[config.mk]
export PLATFORM = sky130hd
export DESIGN_NAME = spi_flash_read_scheduler
export DESIGN_NICKNAME = d
export VERILOG_FILES = /design/src/rtl/spi_flash_read_scheduler.sv
export SDC_FILE = /design/constraint.sdc
export NUM_CORES = 1
export LEC_CHECK = 0
export CAP_MARGIN = 5
export CORE_ASPECT_RATIO = 1.2
export CORE_MARGIN = 5
export CORE_UTILIZATION = 30
export CTS_CLUSTER_SIZE = 12
export DETAILED_ROUTE_END_ITERATION = 10
export SLEW_MARGIN = 15
export SYNTH_ARGS = -nofsm -noshare
export SYNTH_HDL_FRONTEND = slang
export SYNTH_SLANG_ARGS = --single-unit
[constraint.sdc]
create_clock -name clock -period 5.4 [get_ports clock]
set_input_delay 1.35 -clock clock [delete_from_list [all_inputs] [get_ports clock]]
set_output_delay 1.35 -clock clock [all_outputs]
set_load 0.1 [all_outputs]
[src/rtl/spi_flash_read_scheduler.sv]
// Quad-SPI flash read scheduler: shares one shift engine between
// instruction fetch (0) and DMA/bootloader (1) with burst splitting.
module spi_flash_read_scheduler #(
    parameter int MAX_BURST = 64,
    parameter int TIMEOUT   = 4096
) (
    input  logic        clock,
    input  logic        reset,
    input  logic        req0,
    input  logic [23:0] addr0,
    input  logic [9:0]  len0,
    input  logic        req1,
    input  logic [23:0] addr1,
    input  logic [9:0]  len1,
    output logic        grant0,
    output logic        grant1,
    output logic [31:0] rdData,
    output logic        rdValid0,
    output logic        rdValid1,
    output logic        done0,
    output logic        done1,
    output logic        error0,
    output logic        error1,
    output logic        busy,
    output logic        shiftStart,
    output logic [23:0] shiftAddress,
    output logic [7:0]  shiftNrOfWords,
    input  logic        shiftDataValid,
    input  logic [31:0] shiftData,
    input  logic        shiftBusy
);

    typedef enum logic [2:0] {
        S_IDLE,
        S_GRANT,
        S_START,
        S_DATA,
        S_GAP,
        S_DONE,
        S_ABORT
    } state_t;

    state_t      state_q;
    logic        owner_q;
    logic        rr_q;
    logic [23:0] curAddr_q;
    logic [10:0] remaining_q;
    logic [8:0]  burstLeft_q;
    logic [8:0]  burstLen_q;
    logic [15:0] wdog_q;

    logic        win_d;
    logic [9:0]  lenSel_d;
    logic [23:0] addrSel_d;
    logic [10:0] burst_d;
    logic        dataHit_d;

    // rr_q names the requester that wins a tie; a lone request always wins
    assign win_d     = (req0 && req1) ? rr_q : req1;
    assign lenSel_d  = win_d ? len1 : len0;
    assign addrSel_d = win_d ? addr1 : addr0;
    assign burst_d   = (remaining_q > 11'(MAX_BURST)) ? 11'(MAX_BURST)
                                                      : remaining_q;

    // Returned words go straight through to the owner in the same cycle
    assign dataHit_d = (state_q == S_DATA) && shiftDataValid;
    assign rdData    = dataHit_d ? shiftData : 32'd0;
    assign rdValid0  = dataHit_d && !owner_q;
    assign rdValid1  = dataHit_d && owner_q;
    assign busy      = (state_q != S_IDLE);

    // Scheduler FSM with registered grant/done/error/engine-command outputs
    always_ff @(posedge clock or posedge reset) begin
        if (reset) begin
            state_q        <= S_IDLE;
            owner_q        <= 1'b0;
            rr_q           <= 1'b0;
            curAddr_q      <= 24'd0;
            remaining_q    <= 11'd0;
            burstLeft_q    <= 9'd0;
            burstLen_q     <= 9'd0;
            wdog_q         <= 16'd0;
            grant0         <= 1'b0;
            grant1         <= 1'b0;
            done0          <= 1'b0;
            done1          <= 1'b0;
            error0         <= 1'b0;
            error1         <= 1'b0;
            shiftStart     <= 1'b0;
            shiftAddress   <= 24'd0;
            shiftNrOfWords <= 8'd0;
        end else begin
            grant0     <= 1'b0;
            grant1     <= 1'b0;
            done0      <= 1'b0;
            done1      <= 1'b0;
            error0     <= 1'b0;
            error1     <= 1'b0;
            shiftStart <= 1'b0;
            unique case (state_q)
                S_IDLE: begin
                    if (req0 || req1) begin
                        state_q     <= S_GRANT;
                        owner_q     <= win_d;
                        rr_q        <= ~win_d;
                        grant0      <= ~win_d;
                        grant1      <= win_d;
                        curAddr_q   <= {addrSel_d[23:2], 2'b00};
                        remaining_q <= {lenSel_d == 10'd0, lenSel_d};
                    end
                end
                S_GRANT: begin
                    state_q <= S_START;
                end
                S_START: begin
                    if (!shiftBusy) begin
                        shiftStart     <= 1'b1;
                        shiftAddress   <= curAddr_q;
                        shiftNrOfWords <= 8'(burst_d - 11'd1);
                        burstLeft_q    <= 9'(burst_d);
                        burstLen_q     <= 9'(burst_d);
                        wdog_q         <= 16'd0;
                        state_q        <= S_DATA;
                    end
                end
                S_DATA: begin
                    if (shiftDataValid) begin
                        wdog_q      <= 16'd0;
                        burstLeft_q <= burstLeft_q - 9'd1;
                        remaining_q <= remaining_q - 11'd1;
                        if (burstLeft_q == 9'd1) begin
                            curAddr_q <= curAddr_q
                                       + {13'd0, burstLen_q, 2'b00};
                        end
                        if (remaining_q == 11'd1) begin
                            state_q <= S_DONE;
                            done0   <= ~owner_q;
                            done1   <= owner_q;
                        end else if (burstLeft_q == 9'd1) begin
                            state_q <= S_GAP;
                        end
                    end else if (wdog_q == 16'(TIMEOUT - 1)) begin
                        state_q <= S_ABORT;
                    end else begin
                        wdog_q <= wdog_q + 16'd1;
                    end
                end
                S_GAP: begin
                    if (!shiftBusy) begin
                        state_q <= S_START;
                    end
                end
                S_DONE: begin
                    state_q <= S_IDLE;
                end
                S_ABORT: begin
                    if (!shiftBusy) begin
                        state_q <= S_DONE;
                        done0   <= ~owner_q;
                        done1   <= owner_q;
                        error0  <= ~owner_q;
                        error1  <= owner_q;
                    end
                end
                default: begin
                    state_q <= S_IDLE;
                end
            endcase
        end
    end

endmodule

-- Word-level counts from Yosys, hierarchy flattened
Index checks and enable logic that the tools add are counted.
W data, S select, Z words.
- $add $sub $neg: 5
- $lt $le $gt $ge: 1
- eq/ne operators: 17
- muxes and demuxes: 44
- bitwise logic cells: 3
- reduce and logical (&&, ||, !) cells: 18
- operators by type and width (operator ; count):
    $mux W24 ; 4
    $mux W16 ; 3
    $pmux W24 S2 ; 1
    $mux W32 ; 1
    $pmux W16 S2 ; 1
    $mux W9 ; 3
    $add A24 B11 Y24 ; 1
    $mux W3 ; 8
    $mux W11 ; 2
    $pmux W11 S2 ; 1
    $pmux W3 S6 ; 1
    $pmux W9 S2 ; 1
    $add A16 B1 Y16 const B ; 1
    $eq A16 B12 Y1 const B ; 1
    $mux W1 ; 15
    $eq A11 B1 Y1 const B ; 1
    $gt A11 B7 Y1 const B ; 1
    $sub A11 B1 Y11 const B ; 1
    $logic_not A10 Y1 ; 1
    $mux W10 ; 1
    $ne A2 B2 Y1 const B ; 5
    $eq A9 B1 Y1 const B ; 1
    $reduce_and A3 Y1 ; 3
    $sub A9 B1 Y9 const B ; 1
    19 further kinds ; 29
- register bits: 113
- bits of input ports: 106
- output and inout port bits: 74
- logic and storage cells: 105

-- Depth between registers and ports, before layout
Gate-level depths: netlist (run 1).
- depth in word-level cells: 6
- depth in mapped cells: 9

-- Worst setup path after synthesis (run 1)
OpenSTA, ideal clock, no wires.
- path type: input to output
- from: input shiftDataValid
- to: output rdData[13]
- arrival time: 2.835 ns
- slack: 1.215 ns
- stages: 4
- cell sequence: and4b_1 > clkbuf_1 > clkbuf_1 > and2_1
- word-level cells in the longest chain between the ends: 2
- ends and longest elaborated chain (item ; line ; text):
    start: declaration ; 28 ; input logic shiftDataValid,
    $logic_and A1 B1 Y1 ; 66 ; assign dataHit_d = (state_q == S_DATA) && shiftDataValid;
    $mux W32 ; 67 ; assign rdData = dataHit_d ? shiftData : 32'd0;
    end: declaration ; 17 ; output logic [31:0] rdData,
Every way passes these cells.

-- Final worst setup path (run 1)
- from: input shiftDataValid
- to: output rdData[5]
The elaborated chain is that of the path after synthesis.

==> impl_results.md, run 1 <==
- Congestion Overflow GR: 0
- CTS buffer count: 9
- DR WL/cell: 17.0 um
- Clk buf depth: 2
- Via Count: 6096
- Max-slew violations: 0
- IO Pins: 180
- Main synth FF type: dfrtp_1
- Commonest non-fill, non-tap cell in the layout: clkdlybuf4s50_1
- Clock-pin transition on the worst setup and hold timing paths: 0.07 ns
- Reg2Reg Capture Point: curAddr_q[8]$_DFFE_PP0P_
- Number of routed nets with antenna violations: 0
- Total Die Area: 0.0247 mm2
- Area growth from synthesis to layout: 40.3%
- Cts repair resizes: 0
- CP Launch Type: input port
- Port Buffers: 173
- PwrDens: 588 mW/mm2
- Clk root buf: clkbuf_16
- Die X: 144 um
- Commonest non-fill, non-tap cells in the layout: clkdlybuf4s50_1 (139), nand2_1 (136), dfrtp_1 (109), nor2_1 (64), and2_1 (36)
- Vias in the first global route: 5846
- Final GP Congestion: 0.857
- Max Cap Violations: 0
- # diodes: 0
- Largest net degree at the start of global routing: 62
- LEAKAGE: 0.00378 uW
- Starting Density: 0.302
- Worst ir drop on vdd: 304 uV
- Detailed Place HPWL: 14.7 mm
- Max Fclk: 231 MHz
- Run status: completed
- Total track usage: 0.160
- Worst Path Arrival: 2.98 ns
- Internal power: 2520 uW
- Hold_sp: shiftAddress[11]$_DFFE_PP0P_
- Top-area cell type share of the netlist area: 0.420
- Total negative slack: 0 ns
- Sequential Power Share: 0.261
- Final Hold Viols: 0
- Sw Ratio: 0.530
- Clk pwr share: 0.134
- Logic pwr share: 0.605
- Sw power: 2840 uW
- Routed WL: 20.0 mm
- Synth top area cells: dfrtp_1 (42%), nand2_1 (7.9%), nor2_1 (3.7%), and2_1 (3.5%), ha_1 (2.9%)
- First-pass GRT wire length: 31.6 mm
- H-tree levels: 3
- Worst slew pin tran: 1.00 ns
- Number of DRC markers in iteration 0: 433
- TritonCTS Sinks: 109
- # DRC: 0
- Share of post-route cells with drive strength above 1: 0.0928
- Final setup viols: 0
- Crit path required time: 4.05 ns
- Row count: 59
- Average size of a mapped cell: 8.59 um2
- Crit path max fanout: 40
- Core Region: 0.0215 mm2
- Initial antenna violation count: 0
- Register area share after synthesis: 0.420
- Final Cycle Share: 0.803
- Synth unique cells: 75
- WS Path Type: input port to output pin
- Die height: 171 um
- Clock Latency Late Sink: 0.35 ns
- R2R depth: 7
- Setup Fix Bufs, Post-CTS: 0
- CTS tree: done
- Yosys top cell by area: dfrtp_1
- Skew final: 0.0103 ns
- Power Total: 5350 uW
- Critical Path End Type: output pin
- R2R Setup Slk: 2.44 ns
- Worst slew margin: 0.331
- Reg2reg start: burstLeft_q[1]$_DFFE_PP0P_
- Crit path time final: 4.33 ns
- Worst hold path class: flip-flop to flip-flop
- Setup crit end: rdData[5]
- FF+latch count, synth: 109
- Crit. Startpoint: shiftDataValid
- RSZ-0062 raised after global routing: no
- Synth Instances: 755
- Hold buffers post-CTS: 0
- Number of synthesized flops with an enable pin: 0
- Post-synth ARST share: 1.00
- Synth warn: 0
- Vias/cell: 5.17
- Nets: 1023
- First-pass detailed-route iteration total: 5
- Mapped Area: 0.00649 mm2
metal layers:
metal / vias up / part of all wire / track usage
met3: 22 / 0.055 / 0.0238
met5: - / 0 / 0
met1: 2914 / 0.44 / 0.227
met4: 0 / 0.015 / 0.0450
met2: 186 / 0.49 / 0.255
li1: 2974 / - / -
state kept, by name, indices dropped and copies added (netlist names):
| register | cells |
|---|---|
| curAddr_q | 22 |
| error1 | 1 |
| rr_q | 1 |
| remaining_q | 11 |
| done1 | 1 |
| grant0 | 1 |
| owner_q | 1 |
| shiftAddress | 22 |
| grant1 | 1 |
| shiftNrOfWords | 8 |
| done0 | 1 |
| error0 | 1 |
| shiftStart | 1 |
| burstLen_q | 9 |
| wdog_q | 16 |
| state_q | 3 |
| burstLeft_q | 9 |
per-stage QoR:
stage | cells | cell area [um2] | setup WS [ns] | hold slack, ns | utilization
2_1_floorplan | 756 | 6490 | 1.18 | 0.443 | -
3_3_place_gp | 1164 | 8780 | 1.09 | 0.458 | 0.409
3_5_place_dp | 1164 | 8780 | 1.06 | 0.462 | 0.409
4_1_cts | 1179 | 9100 | 1.06 | 0.479 | 0.424
5_1_grt | 1179 | 9100 | 0.959 | 0.497 | 0.424
6_report | 1179 | 9100 | 1.07 | 0.475 | 0.424
layout make-up:
class,count,area (um2)
Fill cell,2118,12400
Multi-Input combinational cell,587,3530
Sequential cell,109,2730
Timing Repair Buffer,182,2140
Tap cell,274,343
Clock buffer,11,243
Clock inverter,4,72.6
Inverter,12,47.5
worst min-delay path by stage:
stage                                         to  slack [ns]  cells after the start
finish              shiftAddress[11]$_DFFE_PP0P_        0.47                      2
global route         shiftAddress[8]$_DFFE_PP0P_        0.50                      2
CTS                 shiftAddress[11]$_DFFE_PP0P_        0.48                      2
detailed placement  shiftAddress[11]$_DFFE_PP0P_        0.46                      2
global placement     shiftAddress[7]$_DFFE_PP0P_        0.46                      2
floorplan              burstLen_q[5]$_DFFE_PP0P_        0.44                      2
worst max-delay path: stages:
cell and delay [ns]:
clkdlybuf4s50_1 0.60, and4b_1 0.24, buf_4 0.34, and2_1 0.25, buf_12 0.19
power groups by stage:
| stage | clock (uW) | combinational, uW | sequential, uW |
|---|---|---|---|
| floorplan | 0 | 1700 | 2030 |
| finish | 717 | 3240 | 1400 |
| detailed placement | 0 | 3250 | 1410 |
| global route | 772 | 3470 | 1450 |
| CTS | 730 | 3250 | 1400 |
| global placement | 0 | 3220 | 1400 |
synth_stat cells (all sizes together) (13+ instances only):
library cell  instances
nand2               136
dfrtp               109
nor2                 64
clkbuf               39
and2                 36
o21ai                34
nand3                33
a21oi                31
nor3                 25
ha                   15
mux2                 13
xor2                 13
cells by family (layout without fill, tap and decap cells):
kind of cell | count (synthesis) | in the layout | synth area share
and+or+nand+nor | 367 | 367 | 0.274
DFF | 109 | 109 | 0.420
xor gates and xnor gates | 22 | 22 | 0.0297
AOI/OAI and AO/OA | 157 | 157 | 0.169
adders and majority gates | 16 | 16 | 0.0320
buffers and inverters | 60 | 209 | 0.0364
other | 1 | 2 | 0.000578
muxes | 23 | 23 | 0.0380
(Power assumes the default switching activity.)
==> inputs of run 2 (changes only) <==
Clock period 5.4 ns to 3.87 ns, I/O delays scaled along.
==> run 2 against run 1 <==
  * Die area is the same
  * Clock skew grew 0.00079 ns
  * Total power grew 39%
  * Cell area grew 0.70%
  * Final cell count grew 0.59%
  * Hold slack lost 0.0015 ns
  * Largest cell class unchanged
  * Critical endpoint is now rdData[0]
  * First-iteration DRC count shrank 8.5%
==> impl_results.md, run 2 (synthesis gave the netlist of run 1 again) <==
- Clk buf depth: 2
- Number of routed nets with antenna violations: 0
- Crit path required time: 2.90 ns
- # diodes: 0
- Cts repair resizes: 0
- Largest net degree at the start of global routing: 50
- Reg2Reg Capture Point: shiftNrOfWords[6]$_DFFE_PP0P_
- RSZ-0062 raised after global routing: no
- Number of DRC markers in iteration 0: 396
- Clock Latency Late Sink: 0.35 ns
- Total negative slack: 0 ns
- Starting Density: 0.302
- Max Fclk: 290 MHz
- Max-slew violations: 0
- Hold buffers post-CTS: 0
- Total track usage: 0.159
- Max Cap Violations: 0
- DR WL/cell: 16.8 um
- Worst Path Arrival: 2.49 ns
- Via Count: 6092
- Initial antenna violation count: 0
- Worst hold path class: flip-flop to flip-flop
- PwrDens: 815 mW/mm2
- CP Launch Type: input port
- CTS buffer count: 9
- Clk root buf: clkbuf_16
- Hold WS: 0.473 ns
- Power Total: 7470 uW
- Worst slew margin: 0.314
- Row count: 59
- Reg2reg start: remaining_q[8]$_DFFE_PP0P_
- First-pass GRT wire length: 31.4 mm
- Run status: completed
- Biggest registers after layout: curAddr_q: 22 flops, shiftAddress: 22 flops, wdog_q: 16 flops
- Hold_sp: shiftAddress[11]$_DFFE_PP0P_
- Vias in the first global route: 5816
- Share of post-route cells with drive strength above 1: 0.0987
- Clock-pin transition on the worst setup and hold timing paths: 0.07 ns
- Die height: 171 um
- # DRC: 0
- CTS tree: done
- Congestion Overflow GR: 0
- Final setup viols: 0
- R2R Setup Slk: 1.28 ns
- Total Die Area: 0.0247 mm2
- TritonCTS Sinks: 109
- Die X: 144 um
- Worst slew pin tran: 1.03 ns
- Commonest non-fill, non-tap cells in the layout: clkdlybuf4s50_1 (138), nand2_1 (136), dfrtp_1 (109), nor2_1 (64)
- Routed WL: 19.9 mm
- Worst ir drop on vdd: 428 uV
- Port Buffers: 173
- Crit path time final: 3.45 ns
- Skew final: 0.0111 ns
- Nets: 1031
- Final Hold Viols: 0
- IO Pins: 180
- LEAKAGE: 0.00382 uW
- First-pass detailed-route iteration total: 5
- Crit. Startpoint: shiftDataValid
- Crit path max fanout: 41
- WS Path Type: input port to output pin
- Critical Path End Type: output pin
- H-tree levels: 3
- Setup Fix Bufs, Post-CTS: 0
- Vias/cell: 5.14
- Commonest non-fill, non-tap cell in the layout: clkdlybuf4s50_1
- Final GP Congestion: 0.826
- Area growth from synthesis to layout: 41.3%
- Core Region: 0.0215 mm2
- Final Cycle Share: 0.892
- Detailed Place HPWL: 14.9 mm
- R2R depth: 7
- Setup crit end: rdData[0]
## run 2: power by group
group	total, uW	leakage (uW)	switching [uW]	internal [uW]
clock network	968	0.000143	406	562
registers	1950	0.00136	412	1540
logic	4550	0.00232	3110	1430
total	7470	0.00382	3930	3530
## run 2: cell type report
type	count	area, um2
repair buffers	190	2220
multi-input cells	587	3530
well taps	274	343
fillers	2082	12300
flip-flops and latches	109	2730
inverters	12	47.5
clock buffers	12	236
clock inverters	2	60.1
## run 2: worst min path at each step
| stage | endpoint | slack, ns | cells past startpoint |
|---|---|---|---|
| after floorplan | burstLen_q[5]$_DFFE_PP0P_ | 0.44 | 2 |
| after global placement | shiftAddress[22]$_DFFE_PP0P_ | 0.46 | 2 |
| after detailed placement | shiftAddress[14]$_DFFE_PP0P_ | 0.46 | 2 |
| after CTS | shiftAddress[14]$_DFFE_PP0P_ | 0.48 | 2 |
| after global routing | shiftAddress[7]$_DFFE_PP0P_ | 0.50 | 2 |
| final | shiftAddress[11]$_DFFE_PP0P_ | 0.47 | 2 |
## run 2: metrics by stage
step / setup WS, ns / util / area [um2] / cells
4_1_cts: 0.415 / 0.427 / 9160 / 1186
3_3_place_gp: 0.468 / 0.413 / 8870 / 1172
6_report: 0.417 / 0.427 / 9160 / 1186
5_1_grt: 0.335 / 0.427 / 9160 / 1186
3_5_place_dp: 0.413 / 0.413 / 8870 / 1172
2_1_floorplan: 0.0286 / - / 6490 / 756
## run 2: routing by layer
metal | GRT usage | vias up | routed length, um
li1 | - | 3002 | -
met1 | 0.224 | 2904 | 8990
met2 | 0.250 | 162 | 9500
met3 | 0.0310 | 24 | 1040
met4 | 0.0467 | 0 | 389
met5 | 0 | - | 0
## run 2: critical path, stage by stage
cell	delay (ns)
clkdlybuf4s50_1	0.62
and4b_1	0.29
buf_12	0.19
and2_1	0.20
buf_12	0.19
